### config.mk
export PLATFORM = sky130hd
export DESIGN_NAME = hazard_controller
export DESIGN_NICKNAME = d
export VERILOG_FILES = /design/src/rtl/cpu_ctrl_pkg.sv /design/src/rtl/hazard_controller_scoreboard.sv /design/src/rtl/hazard_controller.sv
export SDC_FILE = /design/constraint.sdc
export NUM_CORES = 1
export LEC_CHECK = 0
export ABC_AREA = 1
export CORE_ASPECT_RATIO = 1.75
export CORE_MARGIN = 10
export CORE_UTILIZATION = 46
export CTS_BUF_LIST = sky130_fd_sc_hd__clkbuf_8 sky130_fd_sc_hd__clkbuf_16
export CTS_CLUSTER_DIAMETER = 120
export DETAILED_ROUTE_END_ITERATION = 8
export PLACE_DENSITY = 0.73
export SLEW_MARGIN = 0
export SYNTH_ARGS = -nofsm -noshare
export SYNTH_HDL_FRONTEND = slang
export SYNTH_HIERARCHICAL = 1
export SYNTH_SLANG_ARGS = --single-unit
### constraint.sdc
create_clock -name clk -period 2.1 [get_ports clk]
set_input_delay 0.42 -clock clk [delete_from_list [all_inputs] [get_ports clk]]
set_output_delay 0.42 -clock clk [all_outputs]
set_load 0.005 [all_outputs]
### src/rtl/cpu_ctrl_pkg.sv
// Shared control definitions for the fetch/decode/execute-writeback core:
// sequencer state encodings, register-file geometry and the NOP word.
package cpu_ctrl_pkg;

    localparam int unsigned REG_AW   = 5;
    localparam int unsigned NUM_REGS = 32;

    // addi x0, x0, 0 -- loaded by the flush and bubble consumers
    localparam logic [31:0] NOP_INSN = 32'h0000_0013;

    typedef enum logic [1:0] {
        ST_RUN   = 2'd0,
        ST_STALL = 2'd1,
        ST_FLUSH = 2'd2
    } ctrl_state_e;

endpackage

### src/rtl/hazard_controller_scoreboard.sv
// Busy-bit scoreboard: one bit per architectural register with a pending write.
module hazard_controller_scoreboard #(
    parameter int unsigned NUM_REGS = cpu_ctrl_pkg::NUM_REGS,
    parameter int unsigned REG_AW   = cpu_ctrl_pkg::REG_AW
) (
    input  logic                clk,
    input  logic                rst_n,
    input  logic                set_en_i,
    input  logic [REG_AW-1:0]   set_sel_i,
    input  logic                clr_en_i,
    input  logic [REG_AW-1:0]   clr_sel_i,
    output logic [NUM_REGS-1:0] busy_o
);

    logic [NUM_REGS-1:0] busy_q;
    logic [NUM_REGS-1:0] busy_d;

    // Clear is applied before set so a same-cycle set of the same register wins.
    always_comb begin
        busy_d = busy_q;
        if (clr_en_i) begin
            busy_d[clr_sel_i] = 1'b0;
        end
        if (set_en_i && (set_sel_i != '0)) begin
            busy_d[set_sel_i] = 1'b1;
        end
        busy_d[0] = 1'b0;
    end

    always_ff @(posedge clk or negedge rst_n) begin
        if (!rst_n) begin
            busy_q <= '0;
        end else begin
            busy_q <= busy_d;
        end
    end

    assign busy_o = busy_q;

endmodule

### src/rtl/hazard_controller.sv
// Pipeline sequencer: RAW hazard stall against the scoreboard, wrong-path
// squash after redirect, PC/pipeline-register enables and a stall counter.
module hazard_controller #(
    parameter int unsigned NUM_REGS     = cpu_ctrl_pkg::NUM_REGS,
    parameter int unsigned REG_AW       = cpu_ctrl_pkg::REG_AW,
    parameter int unsigned FLUSH_CYCLES = 2,
    parameter int unsigned CNT_W        = 16
) (
    input  logic                clk,
    input  logic                rst_n,
    input  logic                dec_valid,
    input  logic [REG_AW-1:0]   dec_rs1_sel,
    input  logic                dec_rs1_used,
    input  logic [REG_AW-1:0]   dec_rs2_sel,
    input  logic                dec_rs2_used,
    input  logic [REG_AW-1:0]   dec_rd_sel,
    input  logic                dec_write_enable,
    input  logic                wb_valid,
    input  logic [REG_AW-1:0]   wb_rd_sel,
    input  logic                redirect,
    output logic                pc_stall,
    output logic                if_id_stall,
    output logic                if_id_flush,
    output logic                id_ex_bubble,
    output logic                issue,
    output logic [NUM_REGS-1:0] busy_vec,
    output logic [1:0]          ctrl_state,
    output logic [CNT_W-1:0]    stall_count
);
    import cpu_ctrl_pkg::*;

    localparam logic [2:0] FLUSH_RELOAD = 3'(FLUSH_CYCLES - 1);

    ctrl_state_e      state_q;
    logic [2:0]       flush_cnt_q;
    logic [CNT_W-1:0] stall_count_q;
    logic             hazard_rs1;
    logic             hazard_rs2;
    logic             hazard;

    // Same-cycle writeback to the source is covered by operand forwarding.
    assign hazard_rs1 = dec_rs1_used && (dec_rs1_sel != '0) && busy_vec[dec_rs1_sel]
                        && !(wb_valid && (wb_rd_sel == dec_rs1_sel));
    assign hazard_rs2 = dec_rs2_used && (dec_rs2_sel != '0) && busy_vec[dec_rs2_sel]
                        && !(wb_valid && (wb_rd_sel == dec_rs2_sel));
    assign hazard     = dec_valid && (hazard_rs1 || hazard_rs2);

    always_comb begin
        pc_stall     = 1'b0;
        if_id_stall  = 1'b0;
        if_id_flush  = 1'b0;
        id_ex_bubble = 1'b0;
        issue        = 1'b0;
        if (redirect || (state_q == ST_FLUSH)) begin
            if_id_flush  = 1'b1;
            id_ex_bubble = 1'b1;
        end else if (hazard) begin
            pc_stall     = 1'b1;
            if_id_stall  = 1'b1;
            id_ex_bubble = 1'b1;
        end else begin
            issue = dec_valid;
        end
    end

    always_ff @(posedge clk or negedge rst_n) begin
        if (!rst_n) begin
            state_q       <= ST_RUN;
            flush_cnt_q   <= '0;
            stall_count_q <= '0;
        end else if (redirect) begin
            flush_cnt_q <= FLUSH_RELOAD;
            state_q     <= (FLUSH_RELOAD == '0) ? ST_RUN : ST_FLUSH;
        end else if (state_q == ST_FLUSH) begin
            // Leave FLUSH on the cycle the counter reaches zero.
            flush_cnt_q <= (flush_cnt_q == '0) ? '0 : flush_cnt_q - 3'd1;
            state_q     <= (flush_cnt_q <= 3'd1) ? ST_RUN : ST_FLUSH;
        end else if (hazard) begin
            state_q <= ST_STALL;
            if (stall_count_q != '1) begin
                stall_count_q <= stall_count_q + 1'b1;
            end
        end else begin
            state_q <= ST_RUN;
        end
    end

    hazard_controller_scoreboard #(
        .NUM_REGS (NUM_REGS),
        .REG_AW   (REG_AW)
    ) u_scoreboard (
        .clk       (clk),
        .rst_n     (rst_n),
        .set_en_i  (issue && dec_write_enable),
        .set_sel_i (dec_rd_sel),
        .clr_en_i  (wb_valid),
        .clr_sel_i (wb_rd_sel),
        .busy_o    (busy_vec)
    );

    assign ctrl_state  = state_q;
    assign stall_count = stall_count_q;

endmodule

Word-level counts from Yosys, hierarchy flattened
Index checks and enable logic that the tools add are counted.
W data, S select, Z words.
{"block": "classes", "muxes": 23, "bitwise": 5, "n_lt_le_gt_ge": 7, "div_mod_pow": 0, "add_sub_neg": 2, "n_reduce_logical": 23, "multipliers": 0, "eq_ne": 4, "shifts": 0}
{"op": "$mux W32", "count": 2}
{"op": "$and A32 B32 Y32", "count": 1}
{"op": "$not A32 Y32", "count": 1}
{"op": "$or A32 B32 Y32", "count": 1}
{"op": "$lt A5 B6 Y1 const B", "count": 4}
{"op": "$add A16 B1 Y16 const B", "count": 1}
{"op": "$ne A16 B16 Y1 const B", "count": 1}
{"op": "$reduce_bool A5 Y1", "count": 3}
{"op": "$logic_and A1 B1 Y1", "count": 13}
{"op": "$mux W1", "count": 11}
{"op": "$bmux W1 S5", "count": 2}
{"op": "$demux W1 S5", "count": 2}
{"op": "$eq A5 B5 Y1", "count": 2}
{"op": "$ge A5 B1 Y1 const B", "count": 2}
{"op": "$mux W3", "count": 3}
{"op": "$mux W2", "count": 3}
{"op": "$reduce_and A4 Y1", "count": 1}
{"op": "$le A3 B1 Y1 const B", "count": 1}
{"op": "$logic_not A3 Y1", "count": 1}
{"op": "$sub A3 B1 Y3 const B", "count": 1}
{"op": "$eq A2 B2 Y1 const B", "count": 1}
{"op": "$logic_not A1 Y1", "count": 2}
{"op": "$logic_or A1 B1 Y1", "count": 2}
{"op": "$not A1 Y1", "count": 2}
{"op": "$reduce_bool A2 Y1", "count": 1}
{"block": "word_totals", "elab_cells": 68, "ramBits": 0, "n_memories": 0, "out_inout_bits": 55, "inputBits": 28, "romBits": 0, "latch_bits": 0, "register_bits": 52}

Logic depth before layout (Yosys ltp)
Gate-level depths: netlist (run 1).
{"block": "depth", "word_depth": 11, "ltp_mapped": 17, "ltp_nobuf": 14}

Modules after synthesis
The synthesis (run 1) kept the hierarchy.
{"mod": "hazard_controller", "seq_area_each_um2": 525.5, "area_per_inst_um2": 2272.2, "instances": 1, "cells_per_inst": 371}
{"mod": "hazard_controller_scoreboard", "seq_area_each_um2": 775.7, "area_per_inst_um2": 1390.1, "instances": 1, "cells_per_inst": 168}

Worst setup path before layout (run 1)
OpenSTA, ideal clock, no wires.
{"block": "synth_path", "path_type": "input to register", "start": "in dec_rs2_sel[0]", "end": "reg u_scoreboard.busy_q[13], in the netlist u_scoreboard/busy_o[13]", "cell_stages": 15, "arrival_ps": 2074, "setup_slack_ps": -39, "path_buffers": 4, "setup_ps": 65, "t_required_ps": 2035, "cell_sequence": "buf_6 buf_4 o211ai_1 nand3_1 nand3_1 nand2_1 nand3_2 nand2_4 buf_12 nor3b_1 buf_4 inv_1 nor3_4 nand2_1 nand2_1"}
{"block": "synth_via", "elab_chain_len": 11, "elab_cells_between_ends": 16, "cone_classes": "1 x eq/ne; 5 x mux; 10 x reduce/logical"}
{"element": "start: declaration", "line": "hazard_controller.sv:14", "rtl": "input logic [REG_AW-1:0] dec_rs2_sel,"}
{"element": "$bmux W1 S5, or another cell as far along", "line": "hazard_controller.sv:44", "rtl": "assign hazard_rs2 = dec_rs2_used && (dec_rs2_sel != '0) && busy_vec[dec_rs2_sel]"}
{"element": "$mux W1 (implied by the code), or another cell as far along", "line": "hazard_controller.sv:44"}
{"element": "$logic_and A1 B1 Y1 / $logic_not A1 Y1 (equally long branches)", "line": "hazard_controller.sv:44, hazard_controller.sv:45"}
{"element": "$logic_and A1 B1 Y1 *", "line": "hazard_controller.sv:45", "rtl": "&& !(wb_valid && (wb_rd_sel == dec_rs2_sel));"}
{"element": "$logic_or A1 B1 Y1 *", "line": "hazard_controller.sv:46", "rtl": "assign hazard = dec_valid && (hazard_rs1 || hazard_rs2);"}
{"element": "$logic_and A1 B1 Y1 *", "line": "hazard_controller.sv:46"}
{"element": "$mux W1 *", "line": "hazard_controller.sv:57", "rtl": "end else if (hazard) begin"}
{"element": "$mux W1 *", "line": "hazard_controller.sv:54", "rtl": "if (redirect || (state_q == ST_FLUSH)) begin"}
{"element": "$logic_and A1 B1 Y1 *", "line": "hazard_controller.sv:94", "rtl": ".set_en_i (issue && dec_write_enable),"}
{"element": "$logic_and A1 B1 Y1 *", "line": "hazard_controller_scoreboard.sv:24", "rtl": "if (set_en_i && (set_sel_i != '0)) begin"}
{"element": "$mux W32 *", "line": "hazard_controller_scoreboard.sv:24"}
{"element": "named net u_scoreboard.busy_d[13]", "line": "hazard_controller_scoreboard.sv:16", "rtl": "logic [NUM_REGS-1:0] busy_d;"}
{"element": "end signal: assignment", "line": "hazard_controller_scoreboard.sv:34", "rtl": "busy_q <= busy_d;"}
{"element": "end: declaration", "line": "hazard_controller_scoreboard.sv:15", "rtl": "logic [NUM_REGS-1:0] busy_q;"}
The timed path passes the listed nets; every way through them passes the cells marked *. The select of a mux whose other input is x is not followed.
A chain may end at the register's enable or synchronous reset.

Final worst setup path (run 1)
{"block": "layout_path", "start": "reg u_scoreboard.busy_q[25], in the netlist u_scoreboard/busy_o[25]", "end": "out if_id_stall"}
{"block": "layout_via", "elab_chain_len": 8, "elab_cells_between_ends": 12, "cone_classes": "6 x mux; 6 x reduce/logical"}
{"element": "$bmux W1 S5 (on tied branches)", "line": "hazard_controller.sv:42, hazard_controller.sv:44"}
{"element": "$mux W1 (on tied branches)", "line": "hazard_controller.sv:42, hazard_controller.sv:44"}
{"element": "$logic_and A1 B1 Y1 (on tied branches)", "line": "hazard_controller.sv:42, hazard_controller.sv:44"}
{"element": "$logic_and A1 B1 Y1 (on tied branches)", "line": "hazard_controller.sv:43, hazard_controller.sv:45"}
{"element": "$logic_or A1 B1 Y1 *", "line": "hazard_controller.sv:46"}
{"element": "$logic_and A1 B1 Y1 *", "line": "hazard_controller.sv:46"}
{"element": "$mux W1 *", "line": "hazard_controller.sv:57"}
{"element": "$mux W1 *", "line": "hazard_controller.sv:54"}
{"element": "end: declaration", "line": "hazard_controller.sv:22", "rtl": "output logic if_id_stall,"}
Every way passes the cells marked *; elsewhere a longest branch is shown, timed or not. The select of a mux whose other input is x is not followed.

==> out/metrics.yaml, run 1 <==
logic_synthesis:
  syn-cell-area_um2: 3660
  ys_ff_latch: 52
  synthesis.instances: 539
  yosysWarnings: 6
  yosysSeqAreaShare_pct: 35.5
  syn_avg_cell_area_um2: 6.79
  yosysUniqueCellTypes: 35
  syn-num-nets: 570
setup_path:
  cp-end-kind: "primary output"
  worst_ep_arrival_time_ps: 1740
  crit_start: "u_scoreboard/busy_o[25]"
  startpoint_type: "flop"
  critical_path_class: "reg -> out"
  required_ps: 1680
  r2r-start: "u_scoreboard/busy_o[10]"
  cp_max_fo: 3
clock_network:
  clock_sinks: 52
  cts_tree: "done"
  cts_htree_levels: 2
  cts_buffers: 5
  clk_pin_slew_ps: 70
  clock_path_buffers: 2
  clk_latency_ps: 300
  cts_root_buf: "clkbuf_16"
routing:
  ant_nets: 0
  dr.first_iter.drc_count: 300
  wire_per_inst_um: 18.5
  num_vias: 4478
  dr.pass1.iters: 5
  viasPerCell: 5.64
  routed_wl_um: 14700
  route.detailed.drc: 0
placed_design:
  hpwl_um: 10700
  routabilityCongestion: 1.14
  io_buffers: 81
  dpl.cell_count: 771
pwr:
  p_seq_share_pct: 38.9
  leakage_uw: 0.00287
  total_power_uw: 2950
  power_density_nw_per_um2: 527
  ir_worst_vdd_uv: 425
  p_comb_share_pct: 31.9
  p_switching_uw: 925
  swShare_pct: 31.4
  clockPowerShare_pct: 29.1
  intPower_uw: 2020
final_layout:
  fin_nets: 734
  diodes: 0
  final_layout_size_suffix_gt1_share_pct: 25.1
  final_cells: 794
  layout_common_cells: "151 x nand2_1, 74 x buf_4, 59 x clkdlybuf4s50_1"
  final_common_cell: "nand2_1"
  syn2layout_area_growth_pct: 52.8
floorplan:
  die_w_um: 87.5
  rows: 43
  core_area_um2: 7860
  initial_utilization_pct: 46.6
  die_y_um: 138
  ios: 83
  die_area_um2: 12100
global_route:
  grt_max_degree: 27
  grt.total_usage_pct: 24.1
  grt_pass1_vias: 4670
  antenna_found_initial: 0
  gr-total-overflow: 0
  grt_first_pass_wirelength_um: 23500
run_status:
  violations: "negative setup slack"
  outcome: "complete, but fails checks"
run:
  cap_violations: 0
timing:
  tightestPinTransition_ps: 645
  fmax_ghz: 0.462
  relSlewSlack_pct: 57.0
  rsz0062_at_grt: "yes"
  clock_skew_ps: 6.88
  period_needed_ps: 2160
  finalSetupViolCount: 19
  slew_viol_final: 0
  post-route-period-util_pct: 103
  hold_viol: 0
  setup_slack_ps: -62.6
hold_path:
  min_path_type: "in -> async"
## critical path, cell delays in order, from the launching register on
cell and delay [ps]:
dfrtp_1 350, inv_1 80, a21oi_1 140, o21ai_1 90, nand3_1 100, nand3_2 100, nand2_1 90, nand3_2 90
nand2_4 100, nand2_4 70, nor2_4 100, buf_2 120
## cell usage after synthesis
| library cell | number | share of area, % |
|---|---|---|
| nand2_1 | 176 | 18 |
| inv_1 | 60 | 6.1 |
| nand3_1 | 59 | 8.1 |
| dfrtp_1 | 52 | 36 |
| nor2_1 | 46 | 4.7 |
| o21ai_0 | 41 | 5.6 |
| nand4_1 | 24 | 4.1 |
| xor2_1 | 11 | 2.6 |
| o22ai_1 | 7 | 1.2 |
| buf_4 | 6 | 1.2 |
| o211ai_1 | 6 | 1.2 |
| a21oi_1 | 5 | 0.68 |
| buf_6 | 5 | 1.5 |
| inv_2 | 4 | 0.41 |
| buf_2 | 3 | 0.41 |
| ha_1 | 3 | 1.0 |
| nand3_2 | 3 | 0.82 |
| nor2_2 | 3 | 0.51 |
| nor3_1 | 3 | 0.41 |
| o21ai_1 | 3 | 0.41 |
| xnor2_1 | 3 | 0.72 |
| buf_12 | 2 | 1.1 |
| nor3_2 | 2 | 0.55 |
| a21boi_1 | 1 | 0.21 |
| a31oi_1 | 1 | 0.17 |
| clkinv_1 | 1 | 0.10 |
| conb_1 | 1 | 0.10 |
| nand2_4 | 1 | 0.31 |
| nand3_4 | 1 | 0.48 |
| nand3b_1 | 1 | 0.21 |
| nand4_2 | 1 | 0.34 |
| nor3_4 | 1 | 0.44 |
| nor3b_1 | 1 | 0.21 |
| o21a_1 | 1 | 0.21 |
| or2_2 | 1 | 0.17 |
## sequential cells by signal, summed over array words and instances, names as in the netlist
| register | cells |
|---|---|
| flush_cnt_q | 3 |
| u_scoreboard/busy_o | 31 |
| ctrl_state | 2 |
| stall_count | 16 |
## power groups by stage
stage	Combinational [uW]	Sequential, uW	Clock, uW
after global routing	1030	1160	897
after detailed placement	844	1170	0
after CTS	916	1150	869
after global placement	829	1160	0
final	941	1150	858
after floorplan	340	1170	0
## metal layers
metal / wire length, um / track usage, % / vias to the layer above
met5: 0 / 0 / -
met4: 956 / 15.3 / 0
met3: 919 / 5.29 / 72
met2: 7940 / 43.8 / 232
met1: 4840 / 22.8 / 2082
li1: - / - / 2092
## cells by family (layout without fill, tap and decap cells)
| kind of cell | after synthesis | count (layout) | synth area share, % |
|---|---|---|---|
| compound gates | 65 | 65 | 9.70 |
| xor+xnor | 14 | 14 | 3.35 |
| fa+ha+maj | 3 | 3 | 1.03 |
| buf+inv | 81 | 245 | 10.9 |
| flops | 52 | 52 | 35.5 |
| other cells | 1 | 1 | 0.102 |
| simple gates | 323 | 324 | 39.4 |
## timing repair
item,in CTS,in global routing
hold buffers,0,0
buffers inserted,8,1
gates cloned,6,1
endpoints found under the setup margin,52,51
resized for setup,105,34
pin swaps,19,16
## final timing paths
check                      cells past startpoint  slack, ps                 endpoint
max                                           11        -60              if_id_stall
min                                            1        140   u_scoreboard/busy_o[9]
max reg2reg                                   15        -30  u_scoreboard/busy_o[11]
min reg2reg                                    2        530          stall_count[13]
max in group asynchronous                      2       1390  u_scoreboard/busy_o[18]
min in group clk                               2        530          stall_count[13]
## area by class of cell
class                   count  area (um2)
fillers                   657        2260
repair buffers            171        1620
multi-input cells         407        2140
clock buffers               6         139
clock inverters             2        15.0
flip-flops and latches     52        1300
repair inverters            1        7.51
inverters                  65         253
well taps                  90         113
## metrics by stage
stage | instance area [um2] | hold WS (ps) | util, % | setup WS [ps] | TNS [ps]
floorplan | 3670 | 124 | - | -19.4 | -150
global placement | 5060 | 477 | 64.4 | -853 | -32790
detailed placement | 5060 | 486 | 64.4 | -902 | -34200
CTS | 5480 | 162 | 69.7 | -0.129 | -0.129
global route | 5590 | 173 | 71.2 | -191 | -4140
finish | 5590 | 141 | 71.2 | -62.6 | -405
Note: power is estimated with default switching activity, not from simulation.
==> inputs of run 2 (changes only) <==
- SLEW_MARGIN: 0 -> 15
==> results of run 2 <==
No change in the layout: final DEF, timing and power equal those of run 1.
